$ cat config.mk
export PLATFORM = sky130hd
export DESIGN_NAME = ripple_borrow_down_counter
export DESIGN_NICKNAME = d
export VERILOG_FILES = /design/src/rtl/ripple_borrow_down_counter_pkg.sv /design/src/rtl/ripple_borrow_down_counter_decrementer.sv /design/src/rtl/ripple_borrow_down_counter.sv
export SDC_FILE = /design/constraint.sdc
export NUM_CORES = 1
export LEC_CHECK = 0
export ABC_AREA = 1
export CAP_MARGIN = 5
export CORE_ASPECT_RATIO = 1.4
export CORE_MARGIN = 2
export CORE_UTILIZATION = 54
export CTS_BUF_LIST = sky130_fd_sc_hd__clkbuf_2 sky130_fd_sc_hd__clkbuf_4 sky130_fd_sc_hd__clkbuf_8
export DETAILED_ROUTE_END_ITERATION = 8
export GPL_TIMING_DRIVEN = 0
export PLACE_DENSITY = 0.88
export SLEW_MARGIN = 25
export SYNTH_ARGS = -nofsm -noshare
export SYNTH_HDL_FRONTEND = slang
export SYNTH_HIERARCHICAL = 1
export SYNTH_SLANG_ARGS = --single-unit
$ cat constraint.sdc
create_clock -name clk -period 10.1 [get_ports clk]
set_clock_uncertainty 0.15 [all_clocks]
set_input_delay 2.02 -clock clk [delete_from_list [all_inputs] [get_ports clk]]
set_output_delay 2.02 -clock clk [all_outputs]
set_load 0.03 [all_outputs]
$ cat src/rtl/ripple_borrow_down_counter_pkg.sv
`default_nettype none
// ============================================================================
// Module   : ripple_borrow_down_counter_pkg
// Brief    : Shared state encoding and default width for the down counter.
// Revision : 1.0
// ============================================================================
package ripple_borrow_down_counter_pkg;

  localparam int DEFAULT_BITS = 16;

  typedef enum logic [1:0] {
    IDLE = 2'd0,
    RUN  = 2'd1,
    DONE = 2'd2
  } state_t;

endpackage : ripple_borrow_down_counter_pkg
`default_nettype wire

$ cat src/rtl/ripple_borrow_down_counter_decrementer.sv
`default_nettype none
// ============================================================================
// Module   : ripple_borrow_down_counter_decrementer
// Brief    : Combinational subtract-one built from a ripple-borrow chain.
// Revision : 1.0
// ============================================================================
module ripple_borrow_down_counter_decrementer
  import ripple_borrow_down_counter_pkg::*;
#(
  parameter int BITS = DEFAULT_BITS
) (
  input  logic [BITS-1:0] data_in,
  output logic [BITS-1:0] data_out,
  output logic            b_out
);

  // w_borrow[0] is the constant "minus one"; w_borrow[BITS] leaves the MSB.
  logic [BITS:0] w_borrow;

  assign w_borrow[0] = 1'b1;

  generate
    for (genvar i = 0; i < BITS; i++) begin : g_half_sub
      assign data_out[i]   = data_in[i] ^ w_borrow[i];
      assign w_borrow[i+1] = ~data_in[i] & w_borrow[i];
    end
  endgenerate

  assign b_out = w_borrow[BITS];

endmodule : ripple_borrow_down_counter_decrementer
`default_nettype wire

$ cat src/rtl/ripple_borrow_down_counter.sv
`default_nettype none
// ============================================================================
// Module   : ripple_borrow_down_counter
// Brief    : Loadable wrapping down counter with a one-shot countdown FSM.
// Revision : 1.0
// ============================================================================
module ripple_borrow_down_counter
  import ripple_borrow_down_counter_pkg::*;
#(
  parameter int BITS = DEFAULT_BITS
) (
  input  logic            clk,
  input  logic            reset,
  input  logic            clr,
  input  logic            ld,
  input  logic            dec,
  input  logic            start,
  input  logic [BITS-1:0] data_in,
  output logic [BITS-1:0] data_out,
  output logic            b_out,
  output logic            zero,
  output logic            busy,
  output logic            done
);

  state_t          r_state;
  logic [BITS-1:0] r_value;
  logic            r_borrow;
  logic [BITS-1:0] w_dec_value;
  logic            w_dec_borrow;

  // One decrementer feeds both the manual dec path and the countdown.
  ripple_borrow_down_counter_decrementer #(
    .BITS (BITS)
  ) u_decrementer (
    .data_in  (r_value),
    .data_out (w_dec_value),
    .b_out    (w_dec_borrow)
  );

  always_ff @(posedge clk) begin
    if (reset) begin
      r_value  <= '0;
      r_borrow <= 1'b0;
      r_state  <= IDLE;
    end else if (clr) begin
      r_value  <= '0;
      r_borrow <= 1'b0;
      r_state  <= IDLE;
    end else if (ld) begin
      r_value  <= data_in;
      r_borrow <= 1'b0;
      r_state  <= IDLE;
    end else begin
      case (r_state)
        RUN: begin
          // RUN is only entered with a nonzero value, so this never wraps.
          r_value <= w_dec_value;
          r_state <= (w_dec_value == '0) ? DONE : RUN;
        end
        IDLE, DONE: begin
          if (start) begin
            r_value  <= data_in;
            r_borrow <= 1'b0;
            r_state  <= (data_in != '0) ? RUN : DONE;
          end else if (dec) begin
            r_value  <= w_dec_value;
            r_borrow <= w_dec_borrow;
            r_state  <= IDLE;
          end else begin
            r_state  <= IDLE;
          end
        end
        default: r_state <= IDLE;
      endcase
    end
  end

  assign data_out = r_value;
  assign b_out    = r_borrow;
  assign zero     = (r_value == '0);
  assign busy     = (r_state == RUN);
  assign done     = (r_state == DONE);

endmodule : ripple_borrow_down_counter
`default_nettype wire
Yosys cells after proc, flatten, opt, wreduce, memory -nomap -nowiden
Cells that the tools add are included.
{"block": "op_classes", "n_eq_ne": 3, "mux": 10, "bitwise": 46, "n_reduce_logical": 11}
{"op": "16-bit two-way mux", "count": 3}
{"op": "16-bit zero test", "count": 2}
{"op": "16-bit one-hot mux with 2 select lines", "count": 1}
{"op": "1-bit NOT", "count": 16}
{"op": "16-bit nonzero test", "count": 1}
{"op": "1-bit AND", "count": 15}
{"op": "1-bit bitwise XOR", "count": 15}
{"op": "2-bit two-way mux", "count": 3}
{"op": "4-bit inequality test (second input constant)", "count": 1}
{"op": "2-bit one-hot mux with 2 select lines", "count": 1}
{"op": "2-bit AND reduction", "count": 2}
{"op": "2-bit OR reduction", "count": 2}
{"op": "3-bit nonzero test", "count": 1}
{"op": "3-bit OR reduction", "count": 1}
{"op": "2-bit by 1-bit == test with 1-bit output (second input constant)", "count": 1}
{"op": "2-bit == test (second input constant)", "count": 1}
{"op": "2-bit zero test", "count": 1}
{"op": "1-bit two-way mux", "count": 2}
{"op": "2-bit nonzero test", "count": 1}
{"block": "totals", "reg_bits": 19, "input_bits": 22, "output_inout_bits": 20, "word_cells": 73}

Longest topological paths before layout
Gate-level depths: netlist of the first run.
{"block": "logic_depth", "word_depth": 20, "depth_mapped": 23, "ltp_nobuf": 23}

Cells and area by module
The synthesis of the first run kept the hierarchy.
{"mod": "ripple_borrow_down_counter", "n_inst": 1, "cells_each": 217, "area_each_um2": 1282.5, "seq_area_each_um2": 380.4}
{"mod": "ripple_borrow_down_counter_decrementer", "n_inst": 1, "cells_each": 46, "area_each_um2": 304.0, "seq_area_each_um2": 0.0}

Worst setup path before layout of the first run
OpenSTA, ideal clock, no wires.
{"block": "synth_path", "path_type": "reg2reg", "start": "reg r_value[0], in the netlist data_out[0]", "end": "reg r_value[15], in the netlist data_out[15]", "arrival_ns": 3.788, "setup_slack_ns": 6.048, "stages_incl_launch_ff": 21, "path_buffers": 0, "synth_period_minus_slack_ns": 4.052, "cell_sequence": "dfxtp_1 > inv_1 > ha_1 > ha_1 > ha_1 > ha_1 > ha_1 > ha_1 > ha_1 > ha_1 > ha_1 > ha_1 > ha_1 > ha_1 > ha_1 > ha_1 > ha_1 > inv_1 > or2_2 > a21oi_1 > nor2_1"}
{"block": "synth_via", "elab_chain_len": 20}
{"element": "start, declared", "line": "ripple_borrow_down_counter.sv:27", "source": "logic [BITS-1:0] r_value;"}
{"element": "start signal, assigned", "line": "ripple_borrow_down_counter.sv:51", "source": "r_value <= data_in;"}
{"element": "start signal, assigned", "line": "ripple_borrow_down_counter.sv:58", "source": "r_value <= w_dec_value;"}
{"element": "start signal, assigned", "line": "ripple_borrow_down_counter.sv:63", "source": "r_value <= data_in;"}
{"element": "1-bit NOT (*)"}
{"element": "net w_dec_value[0]", "line": "ripple_borrow_down_counter.sv:29", "source": "logic [BITS-1:0] w_dec_value;"}
{"element": "1-bit AND (*) (14 in series)", "line": "ripple_borrow_down_counter_decrementer.sv:25", "source": "assign w_borrow[i+1] = ~data_in[i] & w_borrow[i];"}
{"element": "1-bit bitwise XOR (*)", "line": "ripple_borrow_down_counter_decrementer.sv:24", "source": "assign data_out[i] = data_in[i] ^ w_borrow[i];"}
{"element": "net w_dec_value[15]", "line": "ripple_borrow_down_counter.sv:29"}
{"element": "16-bit two-way mux", "line": "ripple_borrow_down_counter.sv:66", "source": "end else if (dec) begin"}
{"element": "16-bit two-way mux", "line": "ripple_borrow_down_counter.sv:62", "source": "if (start) begin"}
{"element": "16-bit one-hot mux with 2 select lines (*)", "line": "ripple_borrow_down_counter.sv:55", "source": "case (r_state)"}
{"element": "16-bit two-way mux (*)", "line": "ripple_borrow_down_counter.sv:50", "source": "end else if (ld) begin"}
Mark *: on every way through the listed nets, which the timed path passes. The rest lies on a longest branch. The select of a mux whose other input is x is not followed.
A chain may end at the register's enable or synchronous reset.

Final worst setup path of the first run
{"block": "layout_path", "start": "reg r_value[0], in the netlist data_out[0]", "end": "reg r_state[1]"}
{"block": "layout_via", "elab_chain_len": 19, "word_cells_on_any_way": 33, "classes_between": "2 x mux; 30 x bitwise; 1 x reduce/logical"}
{"element": "1-bit NOT"}
{"element": "net w_dec_value[0]", "line": "ripple_borrow_down_counter.sv:29"}
{"element": "1-bit AND (14 in series)", "line": "ripple_borrow_down_counter_decrementer.sv:25"}
{"element": "1-bit bitwise XOR", "line": "ripple_borrow_down_counter_decrementer.sv:24"}
{"element": "net w_dec_value[15]", "line": "ripple_borrow_down_counter.sv:29"}
{"element": "16-bit zero test", "line": "ripple_borrow_down_counter.sv:59", "source": "r_state <= (w_dec_value == '0) ? DONE : RUN;"}
{"element": "2-bit two-way mux", "line": "ripple_borrow_down_counter.sv:59"}
{"element": "2-bit one-hot mux with 2 select lines", "line": "ripple_borrow_down_counter.sv:55"}
{"element": "end signal, assigned", "line": "ripple_borrow_down_counter.sv:59"}
{"element": "end signal, assigned", "line": "ripple_borrow_down_counter.sv:65", "source": "r_state <= (data_in != '0) ? RUN : DONE;"}
{"element": "end, declared", "line": "ripple_borrow_down_counter.sv:26", "source": "state_t r_state;"}
The timed path passes the listed nets, and every way through them passes these cells.

==> PnR_summary.wiki, run 1 <==
{| class="wikitable"
! Metric !! Value
|-
| Number of nets produced by synthesis || 300
|-
| Global-route usage over all layers || 0.235
|-
| Net Sw Frac || 0.349
|-
| Initial core utilization || 0.563
|-
| Synth Area per Inst || around 6.0 sq um
|-
| Synth unique cells || 22
|-
| Logic depth of the worst path, buffers included || 22
|-
| Number of global-route vias before repair || 1524
|-
| DRC || 0
|-
| Area of the die || 3390 sq um
|-
| Worst reg2reg setup slack || 5.94 ns
|-
| Highest cell delay on the worst timing path || ~0.38 ns
|-
| Post-synthesis async set-or-reset flop share || 0
|-
| Kind of end point of the critical path || register
|-
| Final number of setup-violating endpoints || 0
|-
| Total length of routed wires || 3810 um
|-
| Layout cell share with drive strength beyond 1 || 0.0747
|-
| Final total negative setup slack || 0 ns
|-
| Portion of the clock cycle consumed by the worst path in the final layout || 0.412
|-
| Clock Sink Count || 19
|-
| Count of antenna-violating nets left after detailed routing || 0
|-
| Class of the tightest hold or removal check || register to register
|-
| Remaining Overflow, GRT || 0
|-
| Relative contribution of combinational cells to total power || 0.386
|-
| Proportion of power drawn by flip-flops and latches || 0.364
|-
| Main synth FF type || sky130_fd_sc_hd__dfxtp_1
|-
| Yosys reg bits || 19
|-
| Classification of the worst setup path || register to register
|-
| Average wire per standard cell || approximately 11 um
|-
| Most common cell after layout, fill and taps aside || sky130_fd_sc_hd__inv_1
|-
| Final core utilization || 0.742
|-
| Initial drt markers || 36
|-
| Pin count of the biggest net entering global routing || 11
|-
| F_max || 240 MHz
|-
| Number of optimization iterations in the first detailed-route pass || 4
|-
| Cts repair resizes || 0
|-
| Top-level I/O count || 42
|-
| Count of input and output buffers || 41
|-
| Reg2reg path depth || 22
|-
| Psw || about 80 uW
|-
| Number of filler cells placed in the layout || 261
|-
| Clk network pwr share || 0.251
|-
| Final-report hold violation count || 0
|-
| Critical path, cell by cell || inv_1 > ha_1 > ha_1 > ha_1 > ha_1 > ha_1 > ha_1 > ha_1 > ha_1 > ha_1 > ha_1 > ha_1 > ha_1 > ha_1 > ha_1 > ha_1 > inv_1 > nor2_1 > nand2_1 > nor2_1 > nand3_1 > a21oi_1
|-
| R2r startpoint || data_out[0]
|-
| Maximum fanout count along the critical path || 4
|-
| Setup repair after global routing missed its margin || false
|-
| Endpoint of the lowest-slack register-to-register path || r_state[1]
|-
| Number of clock buffers inserted by TritonCTS || 3
|-
| CP Buf/Inv Count || 2
|-
| Setup crit start kind || register
|-
| Number of pins with negative max-slew slack in the final report || 0
|-
| Post-CTS repair timing setup buffer count || 0
|-
| Launching element of the worst setup path || data_out[0]
|-
| Antenna violations before repair || 0
|-
| Vert. Die Dim || between 60 and 70 um
|-
| Yosys synthesis warning count || 6
|-
| Clk slew on worst S/H paths || 0.07 ns
|-
| Row count || 23
|-
| Sequential area share after synthesis || 0.240
|-
| Most frequent cells in the layout || 69 x sky130_fd_sc_hd__inv_1, 62 x sky130_fd_sc_hd__nand2_1, 41 x sky130_fd_sc_hd__clkdlybuf4s50_1
|-
| Result of the run || complete, no violations
|-
| Power Density || 109 nW/um^2
|-
| Width of the chip || around 50 um
|-
| Buffers from clock root to sink, at most || 2
|-
| Shortest period the worst path allows || 4.16 ns
|-
| Maximum level of the CTS H-tree || 1
|-
| Vias per Instance || 4.68
|-
| Endpoint arrival time on the critical path || 4.20 ns
|-
| Cell chosen for the clock root || sky130_fd_sc_hd__clkbuf_8
|-
| Number of flops mapped to enable cells by yosys || 0
|-
| Antenna diode count || 0
|-
| Leakage power of the design || 0.000995 uW
|-
| Latest clock arrival within the worst-skew pair || roughly 0.26 ns
|-
| Worst Tran Pin Value || around 0.33 ns
|-
| Core Area || 2820 sq um
|-
| Area delta synth->final || 31.9%
|-
| Max-cap violations || 0
|-
| CP Capture Point || r_state[1]
|-
| Largest vdd supply drop || 0.0871 mV
|-
| Overall via count from detail_route || roughly 1600
|-
| Global-route wire length before repair || between 6000 and 7000 um
|-
| Data required, critical path || 10.14 ns
|-
| Detail Placement HPWL || between 2000 and 3000 um
|-
| Final estimated routing congestion in global placement || 0.849
|-
| Int Power || between 100 and 150 uW
|-
| Relative slew slack || 0.782
|-
| TritonCTS clock tree || done
|-
| Synth Instances || 263
|-
| Dominant cell type by count on the critical path || sky130_fd_sc_hd__ha_1
|-
| Cell area after synthesis || 1590 sq um
|-
| Count of hold-fix buffers inserted at cts || 0
|-
| Layout Nets || 346
|-
| Slowest cell on crit path || sky130_fd_sc_hd__dfxtp_1
|-
| Dominant delay contributor by cell family on the critical path || adder cells
|}
[synthesized netlist by cell type, drive strengths merged (2+ instances only)]
cell | instances | share of area
nand3 | 3 | 0.0095
buf | 6 | 0.032
nor4 | 3 | 0.012
nand2 | 64 | 0.16
nor2 | 42 | 0.11
ha | 15 | 0.12
inv | 70 | 0.17
nor3 | 2 | 0.013
a21oi | 19 | 0.060
dfxtp | 19 | 0.24
or2 | 17 | 0.067
[per-layer routing]
layer,up-vias,global-route usage,wire [um]
li1,857,-,-
met1,696,0.252,1510
met2,56,0.455,2040
met3,4,0.0306,221
met4,0,0.104,44
met5,-,0,0
[worst min-delay path by stage]
stage | from | to | depth (start not counted)
final | b_out | b_out | 2
after global routing | b_out | b_out | 2
after global placement | b_out | b_out | 2
after detailed placement | b_out | b_out | 2
after floorplan | r_state[1] | r_state[1] | 3
after CTS | b_out | b_out | 2
[stage by stage]
stage                     cells  instance area [sq um]  hold slack [ns]  power [uW]  setup slack [ns]
after floorplan             263                   1590            0.427         141              6.05
after global placement      341                   2040            0.305         169              6.07
after detailed placement    341                   2040            0.300         171              5.99
after CTS                   345                   2090            0.314         229              5.98
after global routing        345                   2090            0.335         243              5.75
final                       345                   2090            0.313         229              5.94
[worst min-delay path: cells and delay by family (launching register included)]
kind,cells,cell delay (ns)
AND/OR/NAND/NOR,1,0.06
flip-flops,1,0.31
AO/OA/AOI/OAI,1,0.05
[registers in the layout (all words and copies together), names as in the netlist]
signal,flops
r_state,2
data_out,16
b_out,1
[layout make-up]
type | count | area [sq um] | area share
inverter | 70 | 263 | 0.126
buffer | 7 | 56.3 | 0.0269
clock buffer | 4 | 48.8 | 0.0233
timing repair buffer | 41 | 410 | 0.196
tap | 37 | 46.3 | 0.0221
sequential | 19 | 380 | 0.182
multi-input combinational | 167 | 887 | 0.424
[cells by family (layout without fill, tap and decap cells)]
family,after synthesis,after routing,share of synthesized area
buf+inv,77,122,0.201
flops,19,19,0.240
fa+ha+maj,15,15,0.118
compound gates,20,20,0.0631
simple gates,132,132,0.378
[power by group through the flow]
stage | sequential [uW] | clock [uW] | combinational, uW
2_1_floorplan | 92.3 | 0 | 48.7
3_3_place_gp | 84.9 | 0 | 84.0
3_5_place_dp | 85.0 | 0 | 86.3
4_1_cts | 83.3 | 58.1 | 87.5
5_1_grt | 83.8 | 61.1 | 98.5
6_report | 83.2 | 57.3 | 88.3
No activity file was read; power rests on OpenSTA's default activity.
==> run 2, diff against run 1 <==
Settings changed: CORE_UTILIZATION 54 to 45, PLACE_DENSITY 0.88 to 0.78.
Clock period 10.1 ns to 3.45 ns, I/O delays scaled along.
==> PnR_summary.wiki, run 2 (synthesis results as in run 1) <==
{| class="wikitable"
! Metric !! Value
|-
| Top-level I/O count || 42 (unchanged)
|-
| Setup crit start kind || register
|-
| Result of the run || finished, violations left
|-
| TritonCTS clock tree || done
|-
| Cell chosen for the clock root || sky130_fd_sc_hd__clkbuf_8
|-
| Final estimated routing congestion in global placement || 0.862 (+1.6%)
|-
| Buffers from clock root to sink, at most || 2 (unchanged)
|-
| Worst Hold Depth || 2 (unchanged)
|-
| Total length of routed wires || 3900 um (+2.3%)
|-
| Max-cap violations || 0 (unchanged)
|-
| Clk slew on worst S/H paths || 0.08 ns (about the same)
|-
| Global-route wire length before repair || 6630 um (+9.3%)
|-
| Row count || 25 (+8.7%)
|-
| Hold Path Sink || b_out
|-
| F_max || 284 MHz (+18%)
|-
| Area of the die || 4020 sq um (+19%)
|-
| Setup repair after global routing missed its margin || true
|-
| Portion of the clock cycle consumed by the worst path in the final layout || 1.02 (+0.608)
|-
| Shortest period the worst path allows || 3.52 ns (-0.641 ns)
|-
| Kind of end point of the critical path || register
|-
| Count of input and output buffers || 41 (unchanged)
|-
| Classification of the worst setup path || register to register
|-
| Number of pins with negative max-slew slack in the final report || 0 (unchanged)
|-
| Core Area || 3380 sq um (+20%)
|-
| Maximum level of the CTS H-tree || 1 (unchanged)
|-
| Most common cell after layout, fill and taps aside || sky130_fd_sc_hd__inv_1
|-
| Count of antenna-violating nets left after detailed routing || 0 (unchanged)
|-
| Largest vdd supply drop || 0.293 mV (+240%)
|-
| Relative slew slack || 0.778 (-0.00315)
|-
| Remaining Overflow, GRT || 0 (unchanged)
|-
| Dominant cell type by count on the critical path || sky130_fd_sc_hd__ha_4
|-
| Post-route worst setup slack || -0.0695 ns (-6.01 ns)
|-
| Clock Sink Count || 19 (unchanged)
|-
| Minimum hold slack || 0.324 ns (+0.0108 ns)
|-
| Layout Nets || 349 (+0.87%)
|-
| Failing checks || negative setup slack
|-
| Reg2reg path depth || 23 (+4.5%)
|-
| Slowest cell on crit path || sky130_fd_sc_hd__dfxtp_4
|-
| Leakage power of the design || 0.00102 uW (+2.6%)
|-
| Maximum fanout count along the critical path || 2 (-2)
|-
| DRC || 0 (unchanged)
|-
| Detail Placement HPWL || 3080 um (+3.1%)
|-
| Endpoint of the lowest-slack register-to-register path || r_state[0]
|-
| Worst reg2reg setup slack || -0.07 ns (-6.01 ns)
|-
| Vert. Die Dim || 74.3 um (+9.0%)
|-
| Average wire per standard cell || 11.1 um (+0.58%)
|-
| Final total negative setup slack || -0.163 ns (-0.163 ns)
|-
| Area delta synth->final || 47.2%
|-
| Global-route usage over all layers || 0.222 (-0.0126)
|-
| Highest cell delay on the worst timing path || 0.36 ns (-0.02 ns)
|-
| Overall via count from detail_route || 1586 (-1.7%)
|-
| Vias per Instance || 4.52 (-3.4%)
|-
| Layout cell share with drive strength beyond 1 || 0.170 (+0.0957)
|-
| Final-report hold violation count || 0 (unchanged)
|-
| Width of the chip || 54.2 um (+8.8%)
|-
| Class of the tightest hold or removal check || register to register
|-
| Final number of setup-violating endpoints || 3 (+3)
|-
| Number of global-route vias before repair || 1534 (+0.66%)
|-
| Pin count of the biggest net entering global routing || 11 (unchanged)
|-
| Endpoint arrival time on the critical path || 3.53 ns (-0.67 ns)
|-
| Number of optimization iterations in the first detailed-route pass || 4 (unchanged)
|-
| Worst Tran Pin Value || 0.331 ns (+0.00452 ns)
|-
| Critical path, cell by cell || inv_4 > ha_4 > ha_4 > ha_4 > ha_4 > ha_4 > ha_4 > ha_4 > ha_4 > ha_4 > ha_4 > ha_4 > ha_4 > ha_4 > ha_4 > ha_4 > inv_2 > nor2_2 > nand2_1 > nor2_2 > nand2_1 > nand2_1 > a21oi_2
|-
| Most frequent cells in the layout || 65 x sky130_fd_sc_hd__inv_1, 62 x sky130_fd_sc_hd__nand2_1, 41 x sky130_fd_sc_hd__clkdlybuf4s50_1
|-
| Power Density || 312 nW/um^2 (+190%)
|-
| R2r startpoint || data_out[0]
|-
| Antenna violations before repair || 0 (unchanged)
|-
| Initial drt markers || 45 (+25%)
|-
| Place WS || -0.135 ns (-6.13 ns)
|-
| Latest clock arrival within the worst-skew pair || 0.26 ns (about the same)
|-
| Antenna diode count || 0 (unchanged)
|-
| Initial core utilization || 0.470 (-0.0929)
|-
| Number of clock buffers inserted by TritonCTS || 3 (unchanged)
|-
| Data required, critical path || 3.46 ns (-6.68 ns)
|-
| Number of flip-flops under the largest register name || 16 (unchanged)
|-
| Start point of the worst hold path || b_out
|}
[run 2: critical path: cells and delay by family, from the launching register on]
family	cells	cell delay, ns
flip-flops	1	0.36
adder cells (fa/ha/maj)	15	2.41
buffers and inverters	2	0.07
AND/OR/NAND/NOR	5	0.35
AO/OA/AOI/OAI	1	0.05
[run 2: layout make-up]
class / instances / area, sq um
multi-input combinational: 167 / 1090
timing repair buffer: 44 / 433
clock buffer: 4 / 48.8
inverter: 70 / 265
tap: 40 / 50.0
buffer: 7 / 56.3
fill: 299 / 1040
sequential: 19 / 389
[run 2: worst max path at each step]
stage | cells past startpoint | start | endpoint | slack (ns)
floorplan | 22 | data_out[1] | r_state[1] | -0.05
global placement | 22 | data_out[0] | r_state[1] | -0.11
detailed placement | 22 | data_out[0] | r_state[1] | -0.13
CTS | 23 | data_out[1] | r_state[0] | -0.09
global route | 23 | data_out[0] | r_state[0] | -0.19
finish | 23 | data_out[0] | r_state[0] | -0.07
[run 2: repair_timing]
| action | 4_1_cts | 5_1_grt |
|---|---|---|
| resized for setup | 1 | 4 |
| endpoints found under the setup margin | 3 | 4 |
| pin swaps | 5 | 5 |
| setup buffers | 3 | 0 |
| hold buffers | 0 | 0 |
[run 2: power by group]
part | leakage, uW | internal [uW] | switching (uW)
clock network | 0.0000262 | 90.2 | 83.3
registers | 0.000158 | 231 | 12.6
logic | 0.000838 | 151 | 160
total | 0.00102 | 472 | 256
[run 2: stage by stage]
stage	cell area, sq um	instances	power [uW]	util
global placement	2250	344	547	0.667
floorplan	1790	263	458	-
CTS	2330	351	731	0.689
global route	2340	351	784	0.691
finish	2340	351	728	0.691
detailed placement	2250	344	554	0.667
[run 2: routing by layer]
metal  global-route usage  vias to the layer above  part of all wire
met1                0.278                      693              0.43
met2                0.391                       29              0.52
met4               0.0667                        0             0.011
li1                     -                      860                 -
met3               0.0221                        4             0.038
met5                    0                        -                 0
